**src/rtl/wb_arb_pkg.sv**
```systemverilog
// -----------------------------------------------------------------------------
// wb_arb_pkg
// Shared definitions for the Wishbone master arbiter:
//   arb_state_e : FSM state encoding (ST_IDLE / ST_BUS)
//   TO_RDATA    : read data returned to a master whose transaction timed out
//   CNT_W       : width of the ack-timeout counter
// -----------------------------------------------------------------------------
package wb_arb_pkg;

    typedef enum logic {
        ST_IDLE = 1'b0,
        ST_BUS  = 1'b1
    } arb_state_e;

    localparam logic [31:0] TO_RDATA = 32'h0000_0000;
    localparam int          CNT_W    = 16;

endpackage

```
**src/rtl/rr_pick.sv**
```systemverilog
// -----------------------------------------------------------------------------
// rr_pick
// Combinational round-robin selector. Search starts at (last+1) mod N and
// wraps; the first set bit of req found on the way wins.
// Ports:
//   req  [N-1:0]  request vector
//   last [IW-1:0] index of the previous owner
//   pick [N-1:0]  one-hot winner, all-zero when req is all-zero
// -----------------------------------------------------------------------------
module rr_pick #(
    parameter int N  = 2,
    parameter int IW = (N > 1) ? $clog2(N) : 1
) (
    input  logic [N-1:0]  req,
    input  logic [IW-1:0] last,
    output logic [N-1:0]  pick
);

    localparam logic [N-1:0] ONE = {{(N-1){1'b0}}, 1'b1};

    int idx;

    // Walk from the farthest candidate to the nearest so the nearest
    // requester (last+1) overwrites any earlier hit.
    always_comb begin
        pick = '0;
        idx  = 0;
        for (int k = N; k >= 1; k--) begin
            idx = (int'(last) + k) % N;
            if (req[idx[IW-1:0]]) begin
                pick = ONE << idx[IW-1:0];
            end
        end
    end

endmodule

```
**src/rtl/wb_master_arb.sv**
```systemverilog
// -----------------------------------------------------------------------------
// wb_master_arb
// Round-robin arbiter letting N_MST Wishbone masters share one slave bus.
// A two-state FSM (ST_IDLE / ST_BUS) registers a grant, muxes the owner onto
// the slave bus and passes s_ack back combinationally to the owner only.
// Every transaction ends in ST_IDLE, so consecutive grants are separated by
// exactly one idle cycle.
//
// Optional feature (macro WB_MASTER_ARB_TIMEOUT_EN): an ack timeout. After
// TO_CYCLES ST_BUS cycles with no s_ack the owner receives an ack with
// m_rdata = 0 and err_to pulses. Without the macro err_to is tied low.
//
// Ports:
//   clk, rst             clock, asynchronous active-high reset
//   m_addr/m_wdata/m_we  per-master request fields (master i at [W*i +: W])
//   m_cyc                per-master cycle request, held until acked
//   m_rdata, m_ack       read data broadcast, per-master ack pulse
//   s_addr/s_wdata/s_we/s_cyc, s_rdata/s_ack   shared slave bus
//   grant                one-hot current owner, zero when idle
//   err_to               one-cycle timeout pulse
// -----------------------------------------------------------------------------
module wb_master_arb
    import wb_arb_pkg::*;
#(
    parameter int N_MST     = 2,
    parameter int TO_CYCLES = 255
) (
    input  logic                clk,
    input  logic                rst,
    input  logic [24*N_MST-1:0] m_addr,
    input  logic [32*N_MST-1:0] m_wdata,
    input  logic [N_MST-1:0]    m_we,
    input  logic [N_MST-1:0]    m_cyc,
    output logic [31:0]         m_rdata,
    output logic [N_MST-1:0]    m_ack,
    output logic [23:0]         s_addr,
    output logic [31:0]         s_wdata,
    output logic                s_we,
    output logic                s_cyc,
    input  logic [31:0]         s_rdata,
    input  logic                s_ack,
    output logic [N_MST-1:0]    grant,
    output logic                err_to
);

    localparam int IW = $clog2(N_MST);

    if (N_MST < 2 || N_MST > 4 || TO_CYCLES < 1 || TO_CYCLES > 65535) begin : g_param_chk
        $error("wb_master_arb: N_MST or TO_CYCLES out of range");
    end

    arb_state_e       state_q, state_d;
    logic [N_MST-1:0] grant_q, grant_d;
    logic [IW-1:0]    owner_q, owner_d;
    logic [IW-1:0]    last_q,  last_d;
    logic [N_MST-1:0] pick;
    logic [IW-1:0]    pick_idx;

    rr_pick #(.N(N_MST), .IW(IW)) u_rr_pick (
        .req  (m_cyc),
        .last (last_q),
        .pick (pick)
    );

    always_comb begin
        pick_idx = '0;
        for (int i = 0; i < N_MST; i++) begin
            if (pick[i]) pick_idx = IW'(i);
        end
    end

`ifdef WB_MASTER_ARB_TIMEOUT_EN
    logic [CNT_W-1:0] cnt_q, cnt_d;
    logic             err_to_c;
`endif

    always_comb begin
        state_d = state_q;
        grant_d = grant_q;
        owner_d = owner_q;
        last_d  = last_q;
        m_ack   = '0;
        m_rdata = s_rdata;
        s_cyc   = 1'b0;
        s_addr  = '0;
        s_wdata = '0;
        s_we    = 1'b0;
`ifdef WB_MASTER_ARB_TIMEOUT_EN
        cnt_d    = cnt_q;
        err_to_c = 1'b0;
`endif
        case (state_q)
            ST_IDLE: begin
                if (|m_cyc) begin
                    state_d = ST_BUS;
                    grant_d = pick;
                    owner_d = pick_idx;
`ifdef WB_MASTER_ARB_TIMEOUT_EN
                    cnt_d   = '0;
`endif
                end
            end
            ST_BUS: begin
                s_cyc   = m_cyc[owner_q];
                s_addr  = m_addr[24*owner_q +: 24];
                s_wdata = m_wdata[32*owner_q +: 32];
                s_we    = m_we[owner_q];
                if (s_ack) begin
                    // A real ack always beats a coincident timeout.
                    m_ack[owner_q] = 1'b1;
                    state_d        = ST_IDLE;
                    grant_d        = '0;
                    last_d         = owner_q;
                end else if (!m_cyc[owner_q]) begin
                    // Owner abandoned the cycle: release without an ack.
                    state_d = ST_IDLE;
                    grant_d = '0;
                end
`ifdef WB_MASTER_ARB_TIMEOUT_EN
                else if (cnt_q == CNT_W'(TO_CYCLES)) begin
                    m_ack[owner_q] = 1'b1;
                    err_to_c       = 1'b1;
                    m_rdata        = TO_RDATA;
                    s_cyc          = 1'b0;
                    state_d        = ST_IDLE;
                    grant_d        = '0;
                    last_d         = owner_q;
                end else begin
                    cnt_d = cnt_q + 1'b1;
                end
`endif
            end
            default: state_d = ST_IDLE;
        endcase
    end

    always_ff @(posedge clk or posedge rst) begin
        if (rst) begin
            state_q <= ST_IDLE;
            grant_q <= '0;
            owner_q <= '0;
            last_q  <= IW'(N_MST - 1);
        end else begin
            state_q <= state_d;
            grant_q <= grant_d;
            owner_q <= owner_d;
            last_q  <= last_d;
        end
    end

`ifdef WB_MASTER_ARB_TIMEOUT_EN
    always_ff @(posedge clk or posedge rst) begin
        if (rst) cnt_q <= '0;
        else     cnt_q <= cnt_d;
    end
    assign err_to = err_to_c;
`else
    assign err_to = 1'b0;
`endif

    assign grant = grant_q;

endmodule
```
**config.mk**
```make
export PLATFORM = sky130hd
export DESIGN_NAME = wb_master_arb
export DESIGN_NICKNAME = d
export VERILOG_FILES = /design/src/rtl/wb_arb_pkg.sv /design/src/rtl/rr_pick.sv /design/src/rtl/wb_master_arb.sv
export SDC_FILE = /design/constraint.sdc
export NUM_CORES = 1
export LEC_CHECK = 0
export BUFFER_PORTS_ARGS = -buffer_cell sky130_fd_sc_hd__buf_2
export CAP_MARGIN = 20
export CORE_AREA = 2 2 95 97
export CTS_CLUSTER_SIZE = 40
export DETAILED_ROUTE_END_ITERATION = 16
export DIE_AREA = 0 0 97 99
export PLACE_DENSITY = 0.55
export REMOVE_ABC_BUFFERS = 1
export SLEW_MARGIN = 10
export SYNTH_ARGS = -nofsm -noshare
export SYNTH_HDL_FRONTEND = slang
export SYNTH_SLANG_ARGS = --single-unit
export TNS_END_PERCENT = 5
```
**constraint.sdc**
```tcl
create_clock -name clk -period 1.1 [get_ports clk]
set_clock_uncertainty 0.15 [all_clocks]
set_input_delay 0 -clock clk [delete_from_list [all_inputs] [get_ports clk]]
set_output_delay 0 -clock clk [all_outputs]
set_load 0.005 [all_outputs]
```
; ---- Yosys cells after proc, flatten, opt, wreduce, memory -nomap -nowiden
; Index checks and enable logic that the tools add are counted.
[op_classes]
mux = 27
n_shift = 4
reduce_logical = 5
n_bitwise = 1
n_mul = 1
magnitude_cmp = 4
addsub = 2
eq_ne = 2
[ops]
columns = operator, count
row1 = variable part select 64 x 7 -> 32 bit, 1
row2 = variable part select 48 x 7 -> 24 bit, 1
row3 = 2-to-1 mux 32 bit, 1
row4 = 2-to-1 mux 24 bit, 1
row5 = 2-to-1 mux 1 bit, 15
row6 = 2-to-1 mux 2 bit, 7
row7 = "less-than comparator 1 x 2 -> 1 bit, second input constant", 3
row8 = AND reduction 2 bit, 3
row9 = case mux 2 bit (2 select lines), 1
row10 = "<< shifter 1 x 1 -> 2 bit, first input constant", 2
row11 = "multiplier 2 x 1 -> 3 bit, first input constant", 1
row12 = "!= test 3 bit, second input constant", 1
row13 = "adder 1 bit, second input constant", 2
row14 = "!= test 2 bit, second input constant", 1
row15 = case mux 1 bit (2 select lines), 1
row16 = OR reduction 2 bit, 1
row17 = demux 1 bit (select 1 bit), 1
row18 = "greater-or-equal comparator 1 bit, second input constant", 1
row19 = logical AND 1 bit, 1
row20 = inverter 1 bit, 1
[totals]
out_inout_bits = 95
regBits = 5

; ---- Longest topological paths before layout
; Gate-level depths: netlist (run 1).
[depth]
depth_word = 7
ltp_mapped = 4

; ---- Cells and area by module
; Synthesis (run 1) repeated with hierarchy kept, for this count alone.
[hier_totals]
hier_cells = 187
area_unflattened_um2 = 1531.5
[by_module_without_submodules]
columns = mod, n_inst, area_per_inst_um2, seq_area_each_um2, cells_per_inst
row1 = wb_master_arb, 1, 1512.7, 126.4, 184
row2 = rr_pick, 1, 18.8, 0.0, 3

; ---- Worst setup path after synthesis (run 1)
; Ideal clock, no wire load.
[synth_timing]
kind = flip-flop to flip-flop
startpoint = register owner_q
endpoint = register grant_q[1], in the netlist grant[1]
synth_period_minus_slack_ns = 1.194
path_stages_with_launch = 5
path_buffers = 1
arrival_time_ns = 0.923
required_ns = 0.829
setup_slack_ns = -0.094
path_cell_list = dfrtp_1 buf_6 mux2i_1 nor3_2 a22o_1
[synth_between]
elab_chain_cells = 4
[synth_rtl]
columns = item, line_no
row1 = "start, declared", wb_master_arb.sv:54  ; logic [IW-1:0] owner_q, owner_d;
row2 = "start signal, assigned", wb_master_arb.sv:146  ; owner_q <= owner_d;
row3 = 2-to-1 mux 1 bit (implied by the code) (2 in series), wb_master_arb.sv:114  ; end else if (!m_cyc[owner_q]) begin
row4 = != test 3 bit (no source line), --
row5 = AND reduction 2 bit (no source line), --
row6 = "end signal, assigned", wb_master_arb.sv:145  ; grant_q <= grant_d;
row7 = "end, declared", wb_master_arb.sv:53  ; logic [N_MST-1:0] grant_q, grant_d;
; Every way passes these cells. The select of a mux whose other input is x is not followed.
; A chain may end at the register's enable or synchronous reset.

; ---- Worst setup path after layout (run 1)
[layout_timing]
startpoint = register owner_q
endpoint = output port s_wdata[26]
[layout_between]
elab_chain_cells = 2
[layout_rtl]
columns = item, line_no
row1 = variable part select 64 x 7 -> 32 bit, wb_master_arb.sv:106  ; s_wdata = m_wdata[32*owner_q +: 32];
row2 = 2-to-1 mux 32 bit, wb_master_arb.sv:92  ; case (state_q)
row3 = "end, declared", wb_master_arb.sv:37  ; output logic [31:0] s_wdata,
; Every way passes these cells.

==> metrics.txt, run 1 <==
Finished Layout Cells 480; I/O Buffers 180; fin. max-slew vios 0; nets 523; Critical Path AT 1.32 ns; #FFs+latches synth 5; CTS tree yes; # Max-Cap Violations 0; most common cell after layout, fill and taps aside buf_2; Fillers 891; number of synthesized flops with an enable pin 0; Data required, critical path 0.95 ns; Main synth FF type dfrtp_1; core region area 8550 um^2; syn avg cell area 7.41 um^2; Peak VDD IR 0.808 mV; via count 1955; GPL Wtd Cong 0.720; Area Growth Syn to Fin 88.2%; count of final setup violators 64; first-pass GRT wire length 10000 um; worst min path class input port to flop; minimum clock period 1.47 ns; layout cells sized above 1 53.6%; Iter 0 DRT Violations 31; Routed WL per cell 14.4 um; io pins 246; initial core utilization 16.3%; commonest non-fill, non-tap cells in the layout 180 x buf_2, 60 x nor2_1, 58 x mux2i_1, 36 x dlygate4sd3_1, 5 x buf_4; status finished, violations left; clk_lat worst skew 0.22 ns; RSZ-0062 raised after global routing yes; sequential share of the synthesized area 9.07%; hold_ws -0.0275 ns; post-CTS setup buffers 0; largest net degree at the start of global routing 31; number of H-tree levels 1; clk slew on worst S/H paths 0.04 ns; PD cells 1530 nW/um^2; post-route antenna net violation count 0; FMAX 678 MHz; Core Rows 34; DR DRC count 0; Mapped Area 1390 um^2; initial antenna violation count 1; leakage power 0.00159 uW; DR pass1 iterations 4; Netlist cell types 22; chip height 99 um; vias in the first global route 1860; CTS Root Buffer Type clkbuf_8; die width 97 um; # clock sinks 5; Final Hold Fails 1; Startpoint Class flop; worst-case clock buffer depth 2; final period utilization 134%; failing checks negative hold slack, negative setup slack; placed insts 439; DRT Wirelength 6900 um; WS Path Type flop to primary output; yosys synthesis warning count 0; Die Area 9600 um^2; Cells after Synth 188; CTS buffer count 3; ys async rst share 100%; Worst setup EP type primary output; DR vias/cell 4.07; Worst Path Max Fanout 30; gr usage total 13.0%; fin worst setup slack -0.375 ns; grt ovf 0; Final HPWL DP 5390 um
cell usage after synthesis, types with 2 or more instances:
| master | count | share of area, % |
|---|---|---|
| mux2i_1 | 58 | 42 |
| buf_4 | 33 | 18 |
| dfrtp_1 | 4 | 7.2 |
| o21ai_0 | 2 | 0.72 |
| inv_1 | 2 | 0.54 |
| nor2_1 | 61 | 16 |
| a22o_1 | 2 | 1.3 |
| a21oi_1 | 2 | 0.72 |
| buf_6 | 7 | 5.7 |
| clkbuf_1 | 5 | 1.3 |
stage by stage:
| stage | TNS [ns] | power, uW | area, um^2 | util [%] | worst slack, ns |
|---|---|---|---|---|---|
| CTS | -21.78 | 4020 | 2610 | 30.5 | -0.380 |
| global route | -25.57 | 4360 | 2620 | 30.6 | -0.462 |
| detailed placement | -7.39 | 3520 | 2200 | 25.7 | -0.144 |
| finish | -21.29 | 4010 | 2620 | 30.7 | -0.375 |
| global placement | -6.52 | 3470 | 2200 | 25.7 | -0.131 |
| floorplan | -95.74 | 1600 | 1040 | - | -1.83 |
per-layer routing:
layer / global-route usage (%) / wire, um
met5: 0 / 17
met4: 1.95 / 39
met3: 4.40 / 651
met2: 19.5 / 3090
met1: 18.4 / 3100
repair_timing:
action / in CTS / in global routing
hold endpoints to repair: 40 / 0
endpoints found under the setup margin: 64 / 65
resized for setup: 1 / 3
hold buffers: 36 / 0
pin swaps: 1 / 2
critical path, stage by stage, from the launching register on:
cell and delay, ns:
dfrtp_4 0.45, buf_12 0.22, mux2i_1 0.22, nor2_1 0.06
buf_2 0.12
power breakdown:
group / leakage (uW) / switching (uW) / internal, uW
Sequential: 0.0000584 / 73.1 / 279
Clock: 0.0000228 / 96.4 / 249
Combinational: 0.00151 / 1570 / 1740
registers in the layout, summed over array words and instances (netlist names):
name	flops
grant	2
state_q	1
last_q	1
owner_q	1
logic make-up after synthesis:
kind of cell | Yosys count | synth area share, %
mux | 58 | 41.7
buf+inv | 49 | 26.0
flops | 5 | 9.08
simple gates | 65 | 18.3
compound gates | 10 | 4.67
other cells | 1 | 0.269
final timing paths:
check | from | end | slack (ns) | cells after the start
worst max-delay path | owner_q | s_wdata[26] | -0.37 | 4
worst min-delay path | s_ack | last_q | -0.03 | 3
worst max register to register | owner_q | grant[1] | -0.16 | 3
worst min register to register | last_q | last_q | 0.36 | 1
max in group asynchronous | rst | last_q | 0.47 | 3
min in group asynchronous | rst | grant[0] | 0.08 | 3
area by class of cell:
cell class | count | area (um^2) | share of cell area [%]
Multi-Input combinational cell | 134 | 918 | 35.0
Inverter | 3 | 11.3 | 0.430
Timing Repair Buffer | 225 | 1380 | 52.6
Antenna cell | 1 | 2.50 | 0.0955
Tap cell | 108 | 135 | 5.16
Sequential cell | 5 | 130 | 4.96
Clock buffer | 4 | 45.0 | 1.72
(Power assumes the default switching activity.)
==> inputs of run 2 (changes only) <==
- PLACE_DENSITY: 0.55 -> not set
- RECOVER_POWER: not set -> 50
==> metrics.txt, run 2 (same netlist as run 1, synthesis figures left out) <==
# clock sinks 5; Final HPWL DP 6420 um; CTS buffer count 3; DR vias/cell 4.15; I/O Buffers 180; CTS Root Buffer Type clkbuf_8; Finished Cell Area 2770 um^2; fin worst setup slack -0.452 ns; Worst setup EP type primary output; worst-case clock buffer depth 2; Core Rows 34; core region area 8550 um^2; initial antenna violation count 4; Hold Path End grant[1]; Die Area 9600 um^2; status finished, violations left; max reg flops 2; clk_lat worst skew 0.23 ns; # Max-Cap Violations 0; nets 529; Routed WL per cell 17.2 um; CTS tree yes; largest net degree at the start of global routing 33; Final Hold Fails 0; grt ovf 0; reg2reg start owner_q; placed cell area 2180 um^2; die width 97 um; Critical Path AT 1.40 ns; worst reg2reg endpoint grant[1]; pre-CTS setup slack -0.190 ns; gr usage total 14.9%; WS Path Type flop to primary output; layout cells sized above 1 54.6%; Worst Path Max Fanout 8; DR pass1 iterations 4; chip height 99 um; Reg area 130 um^2; Fillers 893; fin. max-slew vios 0; count of final setup violators 65; clk slew on worst S/H paths 0.04 ns; number of H-tree levels 1; first-pass GRT wire length 11000 um; Data required, critical path 0.95 ns; GPL Wtd Cong 0.830; worst min path class input port to flop; post-route antenna net violation count 0; Startpoint Class flop; RSZ-0062 raised after global routing yes; DR DRC count 0; hold path depth 3; minimum clock period 1.55 ns; initial core utilization 16.3%; Area Growth Syn to Fin 99.0%; R2R depth 4; PD cells 1690 nW/um^2; Hold Path Origin m_cyc[0]; final period utilization 141%; vias in the first global route 1853; FMAX 644 MHz; r2r setup slk -0.30 ns; commonest non-fill, non-tap cells in the layout 181 x buf_2, 60 x nor2_1, 54 x mux2i_1, 37 x dlygate4sd3_1; via count 2031; area occupied by multi-input gates 922 um^2; most common cell after layout, fill and taps aside buf_2; leakage power 0.00165 uW; failing checks negative setup slack; io pins 246; DRT Wirelength 8430 um; Iter 0 DRT Violations 36; Peak VDD IR 0.502 mV
[run 2: cell types whose count changed in the layout (fill, tap and decap cells not counted), moves of 2 or more]
| cell | previous run | this run |
|---|---|---|
| mux2i_2 | 0 | 4 |
| clkbuf_16 | 0 | 4 |
| diode_2 | 1 | 4 |
| buf_4 | 5 | 3 |
| mux2i_1 | 58 | 54 |
[run 2: stage by stage]
step / hold WS [ns] / utilization [%] / cells / TNS, ns / total power, uW
detailed placement: -0.242 / 25.5 / 437 / -7.90 / 3510
finish: 0.0513 / 32.4 / 489 / -24.99 / 4690
floorplan: -0.372 / - / 142 / -95.74 / 1600
global placement: -0.245 / 25.5 / 437 / -6.67 / 3440
global route: 0.0710 / 32.3 / 486 / -28.51 / 5020
CTS: 0.0453 / 30.5 / 478 / -22.90 / 4050
[run 2: worst max-delay path by stage]
stage	slack, ns	to	start
global route	-0.51	s_wdata[24]	owner_q
detailed placement	-0.19	s_wdata[13]	owner_q
floorplan	-1.83	grant[1]	owner_q
finish	-0.45	s_wdata[13]	owner_q
global placement	-0.19	s_wdata[10]	owner_q
CTS	-0.43	s_wdata[25]	owner_q
[run 2: critical path, cell delays in order, from the launching register on]
cell and delay, ns:
dfrtp_4 0.48, buf_2 0.17, buf_16 0.16, mux2i_1 0.18
nor2_1 0.06, buf_2 0.12
[run 2: where the power goes]
| group | internal [uW] | total, uW | switching, uW |
|---|---|---|---|
| clock network | 250 | 353 | 103 |
| logic | 2200 | 4000 | 1800 |
| registers | 279 | 335 | 55.7 |
[run 2: per-layer routing]
layer  vias to the layer above  global-route usage, %  wire length [um]
met3                         6                   3.97               710
met5                         -                      0                17
met4                         2                   2.93                63
met2                       144                   26.2              4210
met1                       904                   18.5              3430
li1                        975                      -                 -
[run 2: final cells by class]
class	count	share of cell area, %
tap	108	4.88
multi-input combinational	134	33.3
antenna	4	0.361
timing repair buffer	231	54.8
sequential	5	4.70
inverter	3	0.406
clock buffer	4	1.63
[run 2: repair_timing]
action / in CTS / in global routing
gates cloned: 0 / 5
hold buffers: 37 / 0
pin swaps: 0 / 2
buffers inserted: 0 / 2
hold endpoints to repair: 41 / 0
setup endpoints to repair: 64 / 65
gates resized for setup: 1 / 5
==> inputs of run 3 (changes only) <==
- CELL_PAD_IN_SITES_DETAIL_PLACEMENT: not set -> 1
- CELL_PAD_IN_SITES_GLOBAL_PLACEMENT: not set -> 1
- CORE_AREA: 2 2 95 97 -> not set
- CORE_ASPECT_RATIO: not set -> 0.6
- CORE_UTILIZATION: not set -> 14
- DIE_AREA: 0 0 97 99 -> not set
- PLACE_DENSITY_LB_ADDON: not set -> 0.1
==> metrics.txt, run 3 (same netlist as run 1, synthesis figures left out) <==
Peak VDD IR 0.580 mV; count of final setup violators 65; clk_lat worst skew 0.23 ns; Routed WL per cell 16.2 um; gr usage total 14.8%; clk slew on worst S/H paths 0.03 ns; PD cells 1680 nW/um^2; CTS Root Buffer Type clkbuf_16; most common cell after layout, fill and taps aside buf_2; vias in the first global route 1984; DR vias/cell 3.96; max reg flops 2; r2r setup slk -0.20 ns; DRT Wirelength 8230 um; DR DRC count 0; hold_ws 0.00879 ns; Worst Path Max Fanout 30; fin. max-slew vios 0; hold path depth 3; Area Growth Syn to Fin 98.2%; nets 530; Worst setup EP type primary output; grt ovf 0; status finished, violations left; Core Rows 27; Final HPWL DP 6290 um; initial core utilization 14.8%; combinational share of power 78.8%; Int Pwr 2740 uW; commonest non-fill, non-tap cells in the layout 180 x buf_2, 60 x nor2_1, 58 x mux2i_1, 37 x dlygate4sd3_1, 9 x buf_4; via count 2016; CTS tree yes; minimum clock period 1.54 ns; worst-case clock buffer depth 2; initial antenna violation count 0; core region area 9430 um^2; CP Buf/Inv Count 2; # Max-Cap Violations 0; Worst path top cell family by delay flip-flops; chip height 79.3 um; reg2reg start owner_q; post-route antenna net violation count 0; placed insts 465; Critical Path AT 1.39 ns; CTS buffer count 3; DR pass1 iterations 4; worst reg2reg endpoint grant[1]; sequential share of power 8.1%; worst min path class input port to flop; final period utilization 140%; GPL Wtd Cong 0.661; Fillers 1191; layout cells sized above 1 54.0%; clock network fraction of design power 13.0%; fraction of power spent switching nets 40.8%; Final Hold Fails 0; Startpoint Class flop; Net Sw Power 1890 uW; slowest stage cell, crit path dfrtp_4; die width 131 um; Overall Power 4620 uW; TNS Setup -23.32 ns; Hold Path End state_q; WS Path Type flop to primary output; RSZ-0062 raised after global routing yes; number of H-tree levels 1; Iter 0 DRT Violations 26; largest net degree at the start of global routing 31; Hold Path Origin s_ack; pre-CTS setup slack -0.211 ns; I/O Buffers 180; FMAX 650 MHz; io pins 246; Data required, critical path 0.95 ns; leakage power 0.00165 uW; fin worst setup slack -0.439 ns; Die Area 10400 um^2; first-pass GRT wire length 11400 um; # clock sinks 5; R2R depth 3; Finished Layout Cells 509; CP cell instances buf_16, mux2i_1, nor2_1, buf_2; CP peak stage delay 0.48 ns; failing checks negative setup slack
==> run 3: cell count changes in the layout (fill, tap and decap cells not counted), sizes merged <==
cell	change
buf	+5
clkbuf	-4
diode	-3
==> run 3: power by group through the flow <==
stage                     Clock [uW]  Combinational [uW]  Sequential (uW)
after detailed placement           0                3430              366
after CTS                        615                3690              374
after floorplan                    0                1080              526
final                            603                3650              376
after global routing             624                4000              396
after global placement             0                3440              367
==> run 3: repair_timing <==
| action | CTS | global route |
|---|---|---|
| endpoints found under the hold margin | 40 | 0 |
| resized for setup | 5 | 2 |
| pin swaps | 3 | 3 |
| hold buffers | 37 | 0 |
| buffers inserted | 2 | 0 |
| setup endpoints to repair | 65 | 65 |
==> run 3: area by class of cell <==
class / instances / area, um^2 / area share [%]
Antenna cell: 1 / 2.50 / 0.0907
Clock buffer: 4 / 78.8 / 2.86
Inverter: 3 / 16.3 / 0.589
Multi-Input combinational cell: 134 / 912 / 33.0
Sequential cell: 5 / 130 / 4.71
Tap cell: 130 / 163 / 5.89
Timing Repair Buffer: 232 / 1460 / 52.8
==> run 3: worst max path at each step <==
| stage | startpoint | depth (start not counted) | end | slack (ns) |
|---|---|---|---|---|
| 6_report | owner_q | 4 | s_addr[2] | -0.44 |
| 5_1_grt | owner_q | 4 | s_wdata[24] | -0.51 |
| 4_1_cts | owner_q | 4 | s_wdata[30] | -0.44 |
| 3_5_place_dp | owner_q | 4 | state_q | -0.21 |
| 3_3_place_gp | owner_q | 4 | state_q | -0.23 |
| 2_1_floorplan | owner_q | 3 | grant[1] | -1.83 |
==> run 3: stage by stage <==
step	cell area, um^2	utilization (%)
global placement	2270	24.1
floorplan	1040	-
CTS	2750	29.2
global route	2760	29.3
finish	2760	29.3
detailed placement	2270	24.1
==> run 3: tightest hold or removal path: cells and delay by family <==
family	cells	cell delay [ns]
compound gates	2	0.23
buf+inv	1	0.11
==> run 3: metal layers <==
layer	vias up	share of wire, %	GRT usage, %
met4	0	1.2	2.41
met3	12	12	5.46
li1	973	-	-
met2	119	42	23.1
met5	-	0	0
met1	912	44	19.5
